$ cat config.mk
export PLATFORM = sky130hd
export DESIGN_NAME = irq_sched
export DESIGN_NICKNAME = d
export VERILOG_FILES = /design/src/rtl/irq_sched.sv
export SDC_FILE = /design/constraint.sdc
export NUM_CORES = 1
export LEC_CHECK = 0
export CORE_MARGIN = 2
export CORE_UTILIZATION = 38
export CTS_BUF_LIST = sky130_fd_sc_hd__clkbuf_4 sky130_fd_sc_hd__clkbuf_8
export DETAILED_ROUTE_END_ITERATION = 10
export DONT_BUFFER_PORTS = 1
export SETUP_SLACK_MARGIN = 0.05
export SYNTH_ARGS = -nofsm -noshare
export SYNTH_HDL_FRONTEND = slang
export SYNTH_SLANG_ARGS = --single-unit
$ cat constraint.sdc
create_clock -name mclk -period 2 [get_ports mclk]
set_input_delay 0.2 -clock mclk [delete_from_list [all_inputs] [get_ports mclk]]
set_output_delay 0.2 -clock mclk [all_outputs]
set_load 0.005 [all_outputs]
$ cat src/rtl/irq_sched.sv
// Fixed-priority interrupt scheduler: NMI > irq line 13 .. line 0 (watchdog ORed onto WDT_VEC).
// Optional macro IRQ_NMI_SYNC_EN: treat nmi_evt as asynchronous (2-flop sync + rising-edge detect).
module irq_sched #(
    parameter int WDT_VEC = 10,
    parameter int HOLDOFF = 1
) (
    input  logic        mclk,
    input  logic        puc,
    input  logic [13:0] irq_in,
    input  logic        wdt_irq,
    input  logic        nmi_evt,
    input  logic        gie,
    input  logic        inst_bnd,
    input  logic        irq_ack,
    output logic        irq_req,
    output logic [3:0]  irq_num,
    output logic [13:0] irq_acc,
    output logic        nmi_acc
);

    typedef enum logic [1:0] {IDLE, REQ, ACK, HOLD} state_t;

    state_t      state, state_nxt;
    logic [1:0]  hold_cnt, hold_cnt_nxt;
    logic        req_nxt;
    logic [3:0]  num_nxt;
    logic [13:0] acc_nxt;
    logic        nmi_acc_nxt;
    logic        nmi_pend, nmi_set, nmi_clr;
    logic [13:0] wdt_line, eff;
    logic        win_vld, locked_live;
    logic [3:0]  win_num;

`ifdef IRQ_NMI_SYNC_EN
    logic nmi_s1, nmi_s2, nmi_s3;

    always_ff @(posedge mclk or posedge puc) begin
        if (puc) begin
            nmi_s1 <= 1'b0;
            nmi_s2 <= 1'b0;
            nmi_s3 <= 1'b0;
        end else begin
            nmi_s1 <= nmi_evt;
            nmi_s2 <= nmi_s1;
            nmi_s3 <= nmi_s2;
        end
    end

    assign nmi_set = nmi_s2 & ~nmi_s3;
`else
    assign nmi_set = nmi_evt;
`endif

    // A new event in the same cycle as the acknowledge is a fresh NMI, so set wins.
    always_ff @(posedge mclk or posedge puc) begin
        if (puc)
            nmi_pend <= 1'b0;
        else if (nmi_set)
            nmi_pend <= 1'b1;
        else if (nmi_clr)
            nmi_pend <= 1'b0;
    end

    always_comb begin
        wdt_line          = '0;
        wdt_line[WDT_VEC] = wdt_irq;
        eff               = (irq_in | wdt_line) & {14{gie}};
    end

    always_comb begin
        win_vld = nmi_pend | (|eff);
        win_num = '0;
        for (int i = 0; i < 14; i++) begin
            if (eff[i])
                win_num = 4'(i);
        end
        if (nmi_pend)
            win_num = 4'd14;
    end

    assign locked_live = (irq_num == 4'd14) || eff[irq_num];

    always_ff @(posedge mclk or posedge puc) begin
        if (puc) begin
            state    <= IDLE;
            hold_cnt <= '0;
            irq_req  <= 1'b0;
            irq_num  <= '0;
            irq_acc  <= '0;
            nmi_acc  <= 1'b0;
        end else begin
            state    <= state_nxt;
            hold_cnt <= hold_cnt_nxt;
            irq_req  <= req_nxt;
            irq_num  <= num_nxt;
            irq_acc  <= acc_nxt;
            nmi_acc  <= nmi_acc_nxt;
        end
    end

    always_comb begin
        state_nxt    = state;
        hold_cnt_nxt = hold_cnt;
        req_nxt      = irq_req;
        num_nxt      = irq_num;
        acc_nxt      = '0;
        nmi_acc_nxt  = 1'b0;
        nmi_clr      = 1'b0;
        case (state)
            IDLE: begin
                if (win_vld && inst_bnd) begin
                    state_nxt = REQ;
                    req_nxt   = 1'b1;
                    num_nxt   = win_num;
                end
            end
            REQ: begin
                // irq_ack takes precedence over a same-cycle drop of the locked line.
                if (irq_ack) begin
                    state_nxt = ACK;
                    req_nxt   = 1'b0;
                    if (irq_num == 4'd14) begin
                        nmi_acc_nxt = 1'b1;
                        nmi_clr     = 1'b1;
                    end else begin
                        acc_nxt = 14'd1 << irq_num;
                    end
                end else if (!locked_live) begin
                    state_nxt = IDLE;
                    req_nxt   = 1'b0;
                end
            end
            ACK: begin
                state_nxt    = HOLD;
                hold_cnt_nxt = 2'(HOLDOFF - 1);
            end
            HOLD: begin
                if (hold_cnt == 2'd0)
                    state_nxt = IDLE;
                else
                    hold_cnt_nxt = hold_cnt - 2'd1;
            end
            default: state_nxt = IDLE;
        endcase
    end

endmodule

After elaboration in Yosys (flattened, before gate mapping)
Index checks and enable logic that the tools add are counted.
{ "totals": {"word_cells": 68, "out_inout_bits": 20, "input_bits": 21, "reg_bits": 25} }
{ "classes": {"magnitude_cmp": 1, "n_reduce_logical": 12, "eq_ne": 8, "bitwise": 3, "shift": 1, "muxes": 35, "add_sub_neg": 1} }
{ "op_table": {"columns": ["cell", "n"], "rows": [
  ["2-to-1 mux 4 bit", 13],
  ["2-to-1 mux 14 bit", 3],
  ["bitwise AND 14 bit", 1],
  ["bitwise OR 14 x 11 -> 14 bit", 1],
  ["OR reduction 14 bit", 1],
  ["<< shifter 1 x 4 -> 14 bit, first input constant", 1],
  ["2-to-1 mux 1 bit", 10],
  ["2-to-1 mux 2 bit", 5],
  ["case mux 2 bit (4 select lines)", 1],
  ["inequality test 2 bit, second input constant", 3],
  ["AND reduction 3 bit", 2],
  ["nonzero test 2 bit", 3],
  ["less-than comparator 4 x 5 -> 1 bit, second input constant", 1],
  ["binary-select mux 1 bit (select 4 bit)", 1],
  ["== test 2 bit, second input constant", 2],
  ["== test 4 bit, second input constant", 1],
  ["logical NOT 2 bit", 2],
  ["case mux 2 bit (2 select lines)", 1],
  ["AND reduction 2 bit", 2],
  ["inequality test 3 bit, second input constant", 1],
  ["== test 2 x 1 -> 1 bit, second input constant", 1],
  ["case mux 1 bit (2 select lines)", 1],
  ["subtractor 2 x 1 -> 2 bit, second input constant", 1],
  ["logical AND 1 bit", 1],
  ["2 further kinds", 2]
]} }

Depth between registers and ports, before layout
{ "depth": {"word_depth": 16, "mapped_depth": 7, "depth_no_buf": 7} }

Least setup slack after synthesis
Ideal clock, no wire load.
{ "synth_timing": {"path_kind": "flip-flop to flip-flop", "from": "register irq_num[0]", "to": "register state[0]", "synth_period_minus_slack_ns": 1.670, "n_path_buf": 0, "required_ns": 1.874, "path_slack_ns": 0.330, "setup_ns": 0.126, "arrival_ns": 1.544, "path_stages_with_launch": 6, "cell_sequence": "dfrtp_1 -> mux4_2 -> nor2b_1 -> a311oi_1 -> o22ai_1 -> a2bb2oi_1"} }
{ "synth_between": {"elab_chain_cells": 5, "word_cells_on_any_way": 6, "classes_between": "2 x eq/ne; 2 x mux; 2 x reduce/logical"} }
{ "synth_lines": {"columns": ["element", "line", "source"], "rows": [
  ["from (decl)", "16", "output logic [3:0] irq_num,"],
  ["from (signal assigned)", "95", "irq_num <= num_nxt;"],
  ["binary-select mux 1 bit (select 4 bit)", "81", "assign locked_live = (irq_num == 4'd14) || eff[irq_num];"],
  ["2-to-1 mux 1 bit (not written as such)", "81", null],
  ["logical OR 1 bit *", "81", null],
  ["inequality test 3 bit (no source line) *", null, null],
  ["AND reduction 3 bit (no source line) *", null, null],
  ["to (signal assigned)", "92", "state <= state_nxt;"],
  ["to (decl)", "23", "state_t state, state_nxt;"]
]} }
Every way passes the cells marked *; elsewhere a longest branch is shown, timed or not. The select of a mux whose other input is x is not followed.
A chain may end at the register's enable or synchronous reset.

Worst setup path in the final report
{ "layout_timing": {"from": "register nmi_pend", "to": "register irq_num[0]"} }
{ "layout_between": {"elab_chain_cells": 3, "word_cells_on_any_way": 4, "classes_between": "1 x mux; 1 x bitwise; 2 x reduce/logical"} }
{ "layout_lines": {"columns": ["element", "line", "source"], "rows": [
  ["from (decl)", "29", "logic nmi_pend, nmi_set, nmi_clr;"],
  ["from (signal assigned)", "57", "nmi_pend <= 1'b0;"],
  ["from (signal assigned)", "59", "nmi_pend <= 1'b1;"],
  ["from (signal assigned)", "61", "nmi_pend <= 1'b0;"],
  ["bitwise OR 1 bit", "71", "win_vld = nmi_pend | (|eff);"],
  ["logical AND 1 bit", "111", "if (win_vld && inst_bnd) begin"],
  ["AND reduction 2 bit (no source line)", null, null]
]} }
Several ways; a longest one is shown, not always the timed one.

==> flow_metrics.tcl <==
set metrics [dict create \
    status "complete, no violations" \
    syn_nets 152 \
    io_pins 41 \
    hold_class "primary input to flip-flop" \
    layout_commonest_cell "dfrtp_1" \
    synth_seq_cells 25 \
    via_per_inst 5.285 \
    dr.first_iter.drc_count 28 \
    synth_area_per_cell_sq_um 9.615 \
    critPathSlowestCell "dfrtp_1" \
    slew_viol_final 0 \
    fp-row-count 20 \
    place_ws_ns 0.2046 \
    skew_ns 0.003402 \
    syn_to_final_growth_pct 8.408 \
    start_util_pct 40.28 \
    placed_area_sq_um 1305 \
    drive_gt1_share_pct 10.37 \
    die_y_um 61.35 \
    cts_sinks 25 \
    die_area_sq_um 3764 \
    crit_family "simple AND/OR/NAND/NOR gates" \
    fin_hold_ws_ns 0.08146 \
    ir_drop_mv 0.3382 \
    grt_max_degree 26 \
    final_hold_viol_count 0 \
    finalPower_mw 1.353 \
    drt-pass1-iter-count 6 \
    rsz0062_at_grt "false" \
    p_per_area_nw_per_um2 998.4 \
    fin_crit_sh_pct 90.22 \
    fin_ws_ns 0.1956 \
    drv_cap 0 \
    relSlewSlack_pct 75.63 \
    setup_viol 0 \
    clk-insertion-delay-late_ns 0.31 \
    worstPathMaxFanout 6 \
    syn_inst 130 \
    fillerInstances 330 \
    drc 0 \
    grt_pass1_wl_mm 4.395 \
    fin_crit_ns 1.804 \
    postRouteAntennaNets 0 \
    stdcell_area_sq_um 1355 \
    swShare_pct 36.25 \
    n_antenna_cell 0 \
    synth_area_leaders "dfrtp_1 50%, nor2_1 6.9%, mux4_2 3.6%, inv_1 3.3%, nand2_1 3.0%" \
    layout.nets 158 \
    leakage_nw 0.6214 \
    worst_ep_required_time_ns 2.21 \
    routed_wl_mm 2.629 \
    gp_congestion 0.8328 \
    ys_types 34 \
    mostFrequentLayoutCells "25 x dfrtp_1, 23 x nor2_1, 11 x inv_1, 10 x nand2_1" \
    numCtsBuffers 3 \
    crit_arrival_ns 2.02 \
    critPathLaunchType "flip-flop" \
    p_switching_uw 490.4 \
    synth_top_area_cell "dfrtp_1" \
    comb_power_share_pct 30.9 \
    cts_buffer_depth 2 \
    yosys_warnings 0 \
    port_buffers 0 \
    antenna_found_initial 0 \
    worstMarginPinSlew_ns 0.3564 \
    cts_tree "yes" \
    path_cells "nor2_1 -> a41oi_2 -> o21ai_1 -> or3_1 -> mux2_4" \
    ys_seq_area_share_pct 50.05 \
    pwr-share-clk_pct 16.5 \
    die_w_um 61.35 \
    pwr-share-seq_pct 52.6 \
    cts-resized-gates 0 \
    cp.buffers_inverters 0 \
    grt_pass1_vias 952 \
    synth.top_cell.area_share_pct 50.05 \
    wl_per_cell_um 14.69 \
    max_freq_mhz 554.2 \
    cts-root-buf "clkbuf_4" \
    intPower_uw 862.5 \
    cts_max_level 1 \
    cts_setup_buffers 0 \
    core_sq_um 3103 \
    overflow 0 \
    synthesis.area_sq_um 1250 \
    hpwl_mm 2.044 \
    grt.total_usage_pct 16.20 \
    critPathKind "flip-flop to flip-flop" \
    cts.clk_slew.worst_paths_ns 0.13 \
    num_vias 946 \
    end_kind "flip-flop" \
    tns_ns 0 \
    slowest_delay_ns 0.48 \
]
==> metrics by stage <==
step,instances,utilization [%]
2_1_floorplan,130,-
5_1_grt,179,43.67
6_report,179,43.67
3_3_place_gp,173,42.06
3_5_place_dp,173,42.06
4_1_cts,179,43.67
==> worst register-to-register path, delay by kind of cell, from the launching register on <==
family / cells / cell delay [ns]
simple gates: 2 / 0.56
mux: 1 / 0.34
flops: 1 / 0.48
compound gates: 2 / 0.33
==> cells by family after synthesis <==
group                      share of synthesized area (%)
AOI/OAI and AO/OA                                  14.72
adders and majority gates                          1.001
buffers and inverters                              5.706
DFF                                                50.05
muxes                                              8.508
and+or+nand+nor                                    20.02
==> worst paths after layout <==
| check | from | end | slack (ns) | depth (start not counted) |
|---|---|---|---|---|
| setup / recovery | nmi_pend | irq_num[0] | 0.20 | 5 |
| hold / removal | inst_bnd | state[0] | 0.08 | 2 |
| setup reg to reg | nmi_pend | irq_num[0] | 0.20 | 5 |
| hold reg to reg | hold_cnt[0] | hold_cnt[0] | 0.50 | 1 |
| max in group asynchronous | puc | irq_num[1] | 1.41 | 3 |
| min in group asynchronous | puc | irq_acc[7] | 0.36 | 3 |
==> power groups by stage <==
stage	Sequential (mW)	Clock, mW	Combinational, mW
3_5_place_dp	0.729	0	0.420
2_1_floorplan	0.669	0	0.367
6_report	0.712	0.223	0.418
5_1_grt	0.737	0.264	0.467
4_1_cts	0.718	0.235	0.425
3_3_place_gp	0.725	0	0.415
==> registers in the layout, summed over array words and instances, names as in the netlist, named ones only <==
signal    cells
irq_num       4
nmi_acc       1
irq_req       1
hold_cnt      2
nmi_pend      1
state         1
irq_acc      14
==> cells in the mapped netlist (all sizes together) <==
cell and n:
dfrtp 25, nor2 23, inv 11, nand2 10
nand2b 5, nor3 5, o21ai 5, a21oi 4
a31oi 4, nand3 4, clkbuf 3, mux2 3
or3 3, a2bb2oi 2, a311oi 2, buf 2
mux2i 2, mux4 2, nor2b 2, o22ai 2
a2111oi 1, a21o 1, a41oi 1, and3 1
ha 1, nor4 1, o2111ai 1, o221ai 1
o31a 1, o31ai 1, or2 1
==> area by class of cell <==
cell class | instances | area (sq um) | area share, %
flip-flops and latches | 25 | 625.6 | 46.17
multi-input cells | 89 | 553.0 | 40.81
clock inverters | 1 | 7.507 | 0.5540
repair buffers | 6 | 50.05 | 3.693
well taps | 44 | 55.05 | 4.063
inverters | 11 | 41.29 | 3.047
clock buffers | 3 | 22.52 | 1.662
==> per-layer routing <==
layer  vias up  track usage [%]  share of wire (%)
li1        464                -                  -
met1       420            20.94                 41
met2        58            25.99                 48
met3         4            4.202                9.4
met4         0            6.383                1.5
met5         -                0                  0
==> timing repair <==
item / in CTS / in global routing
hold buffers: 2 / 0
setup endpoints to repair: 0 / 0
hold endpoints to repair: 26 / 0
(Power assumes the default switching activity.)
